$ cat config.mk
export PLATFORM = sky130hd
export DESIGN_NAME = fetch_sequencer
export DESIGN_NICKNAME = d
export VERILOG_FILES = /design/src/rtl/fetch_sequencer_pkg.sv /design/src/rtl/fetch_next_select.sv /design/src/rtl/fetch_sequencer.sv
export SDC_FILE = /design/constraint.sdc
export NUM_CORES = 1
export LEC_CHECK = 0
export CORE_AREA = 2 2 80 63
export CTS_CLUSTER_SIZE = 25
export DETAILED_ROUTE_END_ITERATION = 16
export DIE_AREA = 0 0 82 65
export GPL_ROUTABILITY_DRIVEN = 0
export GPL_TIMING_DRIVEN = 0
export MAX_ROUTING_LAYER = met4
export PLACE_DENSITY = 0.83
export SLEW_MARGIN = 15
export SYNTH_ARGS = -nofsm -noshare
export SYNTH_HDL_FRONTEND = slang
export SYNTH_SLANG_ARGS = --single-unit
$ cat constraint.sdc
create_clock -name clock -period 1.7 [get_ports clock]
set_input_delay 0.34 -clock clock [delete_from_list [all_inputs] [get_ports clock]]
set_output_delay 0.34 -clock clock [all_outputs]
set_load 0.02 [all_outputs]
$ cat src/rtl/fetch_sequencer_pkg.sv
`default_nettype none
// ============================================================================
// Module      : fetch_sequencer_pkg
// Description : Shared state enumeration and default constants for the fetch
//               sequencer (IRQ support selected by macro FETCH_SEQ_IRQ_EN).
// Revision    : 1.0 - initial release
// ============================================================================
package fetch_sequencer_pkg;

   typedef enum logic [1:0] {
      IDLE  = 2'd0,
      FETCH = 2'd1,
      EXEC  = 2'd2,
      HALT  = 2'd3
   } fetch_state_t;

   localparam int          DEFAULT_INC        = 2;
   localparam logic [15:0] DEFAULT_IRQ_VECTOR = 16'h0004;

endpackage
`default_nettype wire

$ cat src/rtl/fetch_next_select.sv
`default_nettype none
// ============================================================================
// Module      : fetch_next_select
// Description : Combinational next-PC priority mux; the irq/iret inputs and
//               resume output exist only when FETCH_SEQ_IRQ_EN is defined.
// Revision    : 1.0 - initial release
// ============================================================================
module fetch_next_select
   import fetch_sequencer_pkg::*;
#(
   parameter int SIZE = 16,
   parameter int INC  = DEFAULT_INC
`ifdef FETCH_SEQ_IRQ_EN
   ,
   parameter logic [SIZE-1:0] IRQ_VECTOR = SIZE'(DEFAULT_IRQ_VECTOR)
`endif
) (
   input  logic [SIZE-1:0] current_address,
   input  logic            branch_taken,
   input  logic [SIZE-1:0] branch_target,
   input  logic            jump,
   input  logic [SIZE-1:0] jump_target,
`ifdef FETCH_SEQ_IRQ_EN
   input  logic            take_irq,
   input  logic            iret,
   input  logic [SIZE-1:0] epc_address,
   output logic [SIZE-1:0] resume_address,
`endif
   output logic [SIZE-1:0] next_address
);

   logic [SIZE-1:0] selected;

   // Everything below the interrupt; this is also what the EPC captures.
   always_comb begin
      selected = current_address + SIZE'(INC);
`ifdef FETCH_SEQ_IRQ_EN
      if (iret)
         selected = epc_address;
      else
`endif
      if (jump)
         selected = jump_target;
      else if (branch_taken)
         selected = branch_target;
   end

`ifdef FETCH_SEQ_IRQ_EN
   assign resume_address = selected;
   assign next_address   = take_irq ? IRQ_VECTOR : selected;
`else
   assign next_address   = selected;
`endif

endmodule
`default_nettype wire

$ cat src/rtl/fetch_sequencer.sv
`default_nettype none
// ============================================================================
// Module      : fetch_sequencer
// Description : IDLE/FETCH/EXEC/HALT instruction fetch sequencer driving the
//               PC load strobe; interrupt support under FETCH_SEQ_IRQ_EN.
// Revision    : 1.0 - initial release
// ============================================================================
module fetch_sequencer
   import fetch_sequencer_pkg::*;
#(
   parameter int SIZE    = 16,
   parameter int INSTR_W = 16,
   parameter int INC     = DEFAULT_INC
`ifdef FETCH_SEQ_IRQ_EN
   ,
   parameter logic [SIZE-1:0] IRQ_VECTOR = SIZE'(DEFAULT_IRQ_VECTOR)
`endif
) (
   input  logic               clock,
   input  logic               reset,
   input  logic [SIZE-1:0]    currentAddress,
   output logic               pcWrite,
   output logic [SIZE-1:0]    nextAddress,
   output logic               imemReq,
   output logic [SIZE-1:0]    imemAddr,
   input  logic               imemReady,
   input  logic [INSTR_W-1:0] imemData,
   output logic [INSTR_W-1:0] instr,
   output logic               instrValid,
   input  logic               done,
   input  logic               stall,
   input  logic               branchTaken,
   input  logic [SIZE-1:0]    branchTarget,
   input  logic               jump,
   input  logic [SIZE-1:0]    jumpTarget,
   input  logic               halt,
`ifdef FETCH_SEQ_IRQ_EN
   input  logic               irq,
   input  logic               iret,
   output logic               irqAck,
   output logic [SIZE-1:0]    epcAddress,
`endif
   output logic               halted
);

   fetch_state_t state;
   fetch_state_t state_next;
   logic         complete;

   // The only cycle in which the PC is loaded and redirects are honoured.
   assign complete = (state == EXEC) && done && !stall;
   assign imemAddr = currentAddress;

   always_ff @(posedge clock or negedge reset) begin
      if (!reset)
         state <= IDLE;
      else
         state <= state_next;
   end

   always_comb begin
      state_next = state;
      case (state)
         IDLE:    state_next = FETCH;
         FETCH:   if (imemReady) state_next = EXEC;
         EXEC:    if (complete) state_next = halt ? HALT : FETCH;
         HALT:    state_next = HALT;
         default: state_next = IDLE;
      endcase
   end

   always_comb begin
      imemReq    = 1'b0;
      instrValid = 1'b0;
      pcWrite    = 1'b0;
      halted     = 1'b0;
      case (state)
         FETCH:   imemReq = 1'b1;
         EXEC: begin
            instrValid = 1'b1;
            pcWrite    = complete;
         end
         HALT:    halted = 1'b1;
         default: ;
      endcase
   end

   always_ff @(posedge clock or negedge reset) begin
      if (!reset)
         instr <= '0;
      else if (state == FETCH && imemReady)
         instr <= imemData;
   end

`ifdef FETCH_SEQ_IRQ_EN
   logic            irq_mask;
   logic            take_irq;
   logic [SIZE-1:0] resume_address;

   assign take_irq = complete && irq && !irq_mask;
   assign irqAck   = take_irq;

   always_ff @(posedge clock or negedge reset) begin
      if (!reset) begin
         irq_mask   <= 1'b0;
         epcAddress <= '0;
      end else if (take_irq) begin
         irq_mask   <= 1'b1;
         epcAddress <= resume_address;
      end else if (complete && iret) begin
         irq_mask   <= 1'b0;
      end
   end
`endif

   fetch_next_select #(
      .SIZE (SIZE),
      .INC  (INC)
`ifdef FETCH_SEQ_IRQ_EN
      ,
      .IRQ_VECTOR (IRQ_VECTOR)
`endif
   ) u_next_select (
      .current_address (currentAddress),
      .branch_taken    (branchTaken),
      .branch_target   (branchTarget),
      .jump            (jump),
      .jump_target     (jumpTarget),
`ifdef FETCH_SEQ_IRQ_EN
      .take_irq        (take_irq),
      .iret            (iret),
      .epc_address     (epcAddress),
      .resume_address  (resume_address),
`endif
      .next_address    (nextAddress)
   );

endmodule
`default_nettype wire

; ---- Yosys cells after proc, flatten, opt, wreduce, memory -nomap -nowiden
; Cells that the tools add are included.
[word_totals]
regBits = 18
word_cells = 24
inputBits = 72
output_inout_bits = 52
[classes]
muxes = 10
n_eq_ne = 5
reduce_logical = 6
n_addsub = 1
[op_table]
columns = operator, n
row1 = $mux 16, 2
row2 = $add 16x2->16 const B, 1
row3 = $pmux 2 s4, 1
row4 = $mux 2, 3
row5 = $eq 2x2->1 const B, 2
row6 = $mux 1, 4
row7 = $ne 2x2->1 const B, 2
row8 = $logic_and 1x1->1, 3
row9 = $eq 2x1->1 const B, 1
row10 = $logic_not 2->1, 1
row11 = $reduce_and 2->1, 1
row12 = $logic_not 1->1, 1

; ---- Depth between registers and ports, before layout
; Gate-level depths: netlist (run 1).
[depth]
ltp_word = 5
ltp_mapped = 5
mapped_depth_nobuf = 5

; ---- Cells and area by module
; From an unflattened synthesis (run 1), not the netlist that was laid out.
[hier_totals]
hier_cells = 149
hier_area_um2 = 1440.1
[modules_own_cells]
columns = module, area_per_inst_um2, cells_each, instances, seq_area_each_um2
row1 = fetch_sequencer, 873.3, 60, 1, 450.4
row2 = fetch_next_select, 566.8, 89, 1, 0.0

; ---- Worst setup path before layout (run 1)
; No wires, ideal clock.
[synth_path]
kind = input to output
from = in currentAddress[1]
to = out nextAddress[15]
arrival_time_ns = 1.385
path_slack_ns = -0.025
stages = 5
n_path_buf = 0
required_ns = 1.360
path_cell_list = ha_1 -> nand3_1 -> nor4_4 -> mux2i_1 -> o221ai_1
[synth_via]
elab_chain_len = 3
[synth_rtl]
columns = element, line
row1 = start: declaration, fetch_sequencer.sv:21  ; input logic [SIZE-1:0] currentAddress,
row2 = $add 16x2->16, fetch_next_select.sv:36  ; selected = current_address + SIZE'(INC);
row3 = $mux 16, fetch_next_select.sv:44  ; else if (branch_taken)
row4 = $mux 16, fetch_next_select.sv:42  ; if (jump)
row5 = end: declaration, fetch_sequencer.sv:23  ; output logic [SIZE-1:0] nextAddress,
; No other way between the ends.

; ---- Final worst setup path (run 1)
[layout_path]
from = in currentAddress[8]
to = out nextAddress[12]
; Same word-level chain as after synthesis.

==> metrics.txt, run 1 <==
outcome finished with violations; failing checks negative setup slack; Synth cell types 38; Setup WS post-layout -0.119 ns; syn nets 228; P_leak 1.27 nW; area grow syn2layout 110%; drt pass-1 iters 4; layout cell share with drive strength beyond 1 between 30% and 40%; Post-DP HPWL 4070 um; core area 4620 um2; critical path endpoint category primary output; Max-Cap Viols 0; met2 usage 34.6%; Crit path top cell by count buf_4; DRC marker count from the first detailed-route iteration 50; H-tree Lvls 1; CP max stage delay around 0.34 ns; Final #Nets 369; FILL cells 374; kind of critical path in2out; Worst R2R Start state[1]; worst slew pin tran 0.803 ns; Post-CTS Hold Buffers 0; Final period util 107%; cell row count 22; Seq/Total Area, Yosys 31.8%; Arr. time, crit path 1.48 ns; largest net degree at the start of global routing 19; minimum clock period roughly 1.8 ns; Design Area, Final between 2000 and 3000 um2; syn_area_per_cell 9.15 um2; CP Max Fanout 4; Hold Crit Class reg2reg; ys async rst share 100%; worst vdd ir 588 uV; Tot Pwr 1.75 mW; die width slightly above 80 um; met3 GRT Util under 10%; RSZ-0062 raised after global routing yes; CTS tree yes; Synth Instances 155; commonest non-fill, non-tap cell in the layout clkdlybuf4s50_1; Via density 4.83; initial antenna violation count 0; Max Clock Freq 550 MHz; vias in the first global route 1654; Max Slew Vio Count 0; YS warnings 0; Sw Pwr 0.568 mW; height of the die 65 um; routed wire length per instance 15.5 um; Synth Register Bits 18; Worst-Skew Late Latency 0.25 ns; Post-Route Setup TNS -0.368 ns; Slowest cell on crit path nor4_1; Final Hold Vio Count 0; clock transition at the registers of the reported paths 0.07 ns; DRC 0; most frequent cells in the layout clkdlybuf4s50_1 (85), buf_4 (36), dfrtp_1 (18); clock share of power 19.8%; Starting Density 30.7%; CTS buffer count 3; die area 5330 um2; Startpoint Class input port; # IOs 124; # clock sinks 18; hold path startpoint instr[7]; clk buf depth 2; switch share about a third; Routed WL 5490 um; internal power 1.18 mW; gr usage total 19.1%; Post-DRT Antenna Nets 0; delay-heaviest family, CP simple AND/OR/NAND/NOR gates; GRT Max-Usage Layer met2; Synth Flop Type dfrtp_1; worst setup path start currentAddress[8]; Post-synth EDFFs 0; Logic pwr share a little under 50%; Port Buf Inserts 122; DP Area 2720 um2; PD cells around 590 nW/um2; CP Cell Sequence buf_8 -> nand4_1 -> buf_4 -> nor4_1 -> o31ai_2 -> o21ai_1 -> buf_4; Placed Instances between 300 and 400; Via Count ~1700; hold_ws 0.502 ns; final setup vio count 5; Cell Area, Synth 1420 um2; ANT cells 0; root buf cell clkbuf_8; Non-Filler Instances about 360; Slew Limit Headroom approximately 46%; flop2flop setup slack 0.21 ns; Buf/Inv on CP 3; M1 GR Usage 21.8%; clk_skew 0.00134 ns; first-pass GRT wire length 7630 um; WP data required roughly 1.4 ns; Sequential Power Share 30.8%; total global routing overflow 0
what timing repair did:
action	4_1_cts	5_1_grt
pin swaps	10	8
setup endpoints to repair	36	18
gates resized for setup	168	35
buffers inserted	7	8
state kept, by name, indices dropped and copies added, names as in the netlist:
name	count
state	2
instr	16
power by group through the flow:
stage	combinational, mW	clock [mW]	sequential (mW)
2_1_floorplan	0.253	0	0.635
4_1_cts	0.840	0.361	0.539
6_report	0.863	0.346	0.539
5_1_grt	0.906	0.378	0.548
3_5_place_dp	0.833	0	0.546
3_3_place_gp	0.824	0	0.540
worst paths after layout:
check	endpoint	cells past startpoint
max in group asynchronous	instr[8]	1
hold / removal	instr[7]	1
min in group asynchronous	instr[14]	1
setup reg to reg	instr[6]	4
hold reg to reg	instr[7]	1
setup / recovery	nextAddress[12]	7
cell usage after synthesis, types with 2 or more instances:
cell      instances  area share [%]
nor3_1            3             1.1
mux2_1           10             7.9
o21ai_0           8             2.8
clkbuf_1          3            0.79
nand2b_1          2            0.88
mux2_2            7             5.6
mux2i_1           5             3.5
buf_4            17             9.0
nor2b_1           2            0.88
o22ai_1           5             2.2
nand3_1           6             2.1
xnor2_1          10             6.2
a21oi_1           8             2.8
nor2_1            9             2.4
nand2_1          12             3.2
dfrtp_1          18              32
o21ai_1           3             1.1
a22oi_1           4             2.1
inv_1             4             1.1
per-layer routing:
metal	share of wire (%)	wire length (um)	up-vias
met3	6.6	360	6
met1	38	2100	824
met4	1.1	62	0
li1	-	-	819
met5	0	0	-
met2	54	2970	65
cell families (layout without fill, tap and decap cells):
group	after synthesis	after routing	share of synthesized area, %
mux	22	22	17.0
compound gates	32	32	13.4
simple gates	47	47	19.5
flops	18	18	31.8
fa+ha+maj	1	1	0.882
xor+xnor	10	10	6.18
buf+inv	25	165	11.2
per-stage QoR:
stage | util, % | setup WS [ns]
after floorplan | - | 0.0149
after global placement | 58.8 | -1.18
after detailed placement | 58.8 | -1.17
after CTS | 62.2 | -0.174
after global routing | 64.2 | -0.243
final | 64.2 | -0.119
area by class of cell:
cell class              instances  area, um2  area share, %
clock buffers                   4       55.1           1.85
repair buffers                136       1300           43.9
well taps                      60       75.1           2.53
flip-flops and latches         18        450           15.2
inverters                       4       15.0          0.505
plain buffers                  21        156           5.27
multi-input cells             112        916           30.8
No activity file was read; power rests on OpenSTA's default activity.
==> inputs of run 2 (changes only) <==
SKIP_LAST_GASP = 1   (was default)
==> metrics.txt, run 2 (synthesis gave the netlist of run 1 again) <==
commonest non-fill, non-tap cell in the layout clkdlybuf4s50_1; Top reg by flops instr; Post-DRT Antenna Nets 0; die width 82 um; Post-DP HPWL 4070 um; drt pass-1 iters 4; Regs by FF count instr: 16 flops, state: 2 flops; number of flip-flops in the largest register 16; area grow syn2layout 109%; kind of critical path in2out; worst slew pin tran 0.803 ns; ANT cells 0; P_leak 1.28 nW; H-tree Lvls 1; Setup WS post-layout -0.119 ns; CP Max Fanout 5; most frequent cells in the layout clkdlybuf4s50_1 (84), buf_4 (35), dfrtp_1 (18); Logic pwr share 49.2%; Starting Density 30.7%; Slew Limit Headroom a little under half; root buf cell clkbuf_8; # clock sinks 18; PD cells 586 nW/um2; Hold Crit Class reg2reg; routed wire length per instance 15.0 um; core area 4620 um2; largest net degree at the start of global routing 19; cell row count 22; Final Hold Vio Count 0; failing checks negative setup slack; die area between 5000 and 6000 um2; Arr. time, crit path 1.48 ns; first-pass GRT wire length 7570 um; CTS tree yes; WP data required 1.36 ns; Final period util 107%; Max Slew Vio Count 0; # IOs 124; Post-CTS Hold Buffers 0; outcome finished with violations; CTS buffer count 3; critical path endpoint category primary output; Design Area, Final 2970 um2; clock transition at the registers of the reported paths ~0.07 ns; vias in the first global route 1649; clk buf depth 2; minimum clock period 1.82 ns; worst vdd ir just under 600 uV; Via density between 4 and 5; clk_skew 0.00247 ns; Port Buf Inserts 122; Max-Cap Viols 0; Final #Nets 369; final setup vio count 6; Max Clock Freq approximately 550 MHz; DRC marker count from the first detailed-route iteration a little over 80; Worst-Skew Late Latency 0.25 ns; height of the die 65 um; switch share 32.4%; gr usage total 18.9%; initial antenna violation count 0; total global routing overflow 0; Routed WL 5330 um; Via Count 1699; FILL cells 379; DRC 0; DP Area roughly 2700 um2; Tot Pwr 1.74 mW; clock share of power 19.8%; Sequential Power Share between 30% and 40%; Startpoint Class input port; internal power 1.18 mW; RSZ-0062 raised after global routing yes; layout cell share with drive strength beyond 1 32.9%; Sw Pwr 0.563 mW
## run 2: cell count changes in the layout (fill, tap and decap cells not counted), sizes merged
cell,delta
buf,-1
clkdlybuf4s15,+1
clkdlybuf4s50,-1
dlymetal6s2s,+1
## run 2: metrics by stage
stage                     setup TNS (ns)  hold WS, ns  util (%)  worst slack (ns)  cells
final                             -0.379        0.502      64.2            -0.119    355
after global routing              -0.916        0.516      64.2            -0.235    355
after CTS                         -0.371        0.504      62.0            -0.183    347
after detailed placement          -19.71        0.481      58.8             -1.17    337
after global placement            -19.67        0.473      58.8             -1.18    337
after floorplan                        0       0.0444         -            0.0149    155
## run 2: layout make-up
type / count / area, um2 / area share, %
timing repair buffer: 136 / 1300 / 43.8
multi-input combinational: 112 / 916 / 30.9
sequential: 18 / 450 / 15.2
buffer: 21 / 156 / 5.27
tap: 60 / 75.1 / 2.53
clock buffer: 4 / 55.1 / 1.85
inverter: 4 / 15.0 / 0.506
## run 2: routing by layer
metal,vias to the layer above,GRT usage (%),part of all wire [%]
met5,-,-,0
met4,0,4.79,1.3
met3,8,3.06,6.2
met2,61,34.3,53
met1,809,21.5,39
li1,821,-,-
## run 2: worst max-delay path: stages
cell and delay [ns]:
buf_8 0.09, ha_4 0.16, nand3_4 0.09, nor4_4 0.27, mux2i_1 0.25, o221ai_2 0.11, buf_4 0.17
## run 2: path summary, 6_finish.rpt
path	slack, ns	cells after the start	to	startpoint
worst max register to register	0.21	4	instr[6]	state[1]
min in group asynchronous	0.55	1	instr[14]	reset
worst max-delay path	-0.12	7	nextAddress[15]	currentAddress[1]
worst min-delay path	0.50	1	instr[7]	instr[7]
max in group asynchronous	0.65	1	instr[8]	reset
worst min register to register	0.50	1	instr[7]	instr[7]
## run 2: power groups by stage
stage | logic (mW) | registers (mW) | clock network [mW]
6_report | 0.857 | 0.539 | 0.344
4_1_cts | 0.838 | 0.539 | 0.361
2_1_floorplan | 0.253 | 0.635 | 0
5_1_grt | 0.903 | 0.548 | 0.378
3_3_place_gp | 0.824 | 0.540 | 0
3_5_place_dp | 0.833 | 0.546 | 0
## run 2: timing repair
| item | CTS | global route |
|---|---|---|
| cloned | 0 | 0 |
| setup buffers | 7 | 8 |
| setup endpoints to repair | 36 | 18 |
| gates resized for setup | 166 | 32 |
| hold endpoints to repair | 0 | 0 |
| pin swaps | 9 | 9 |
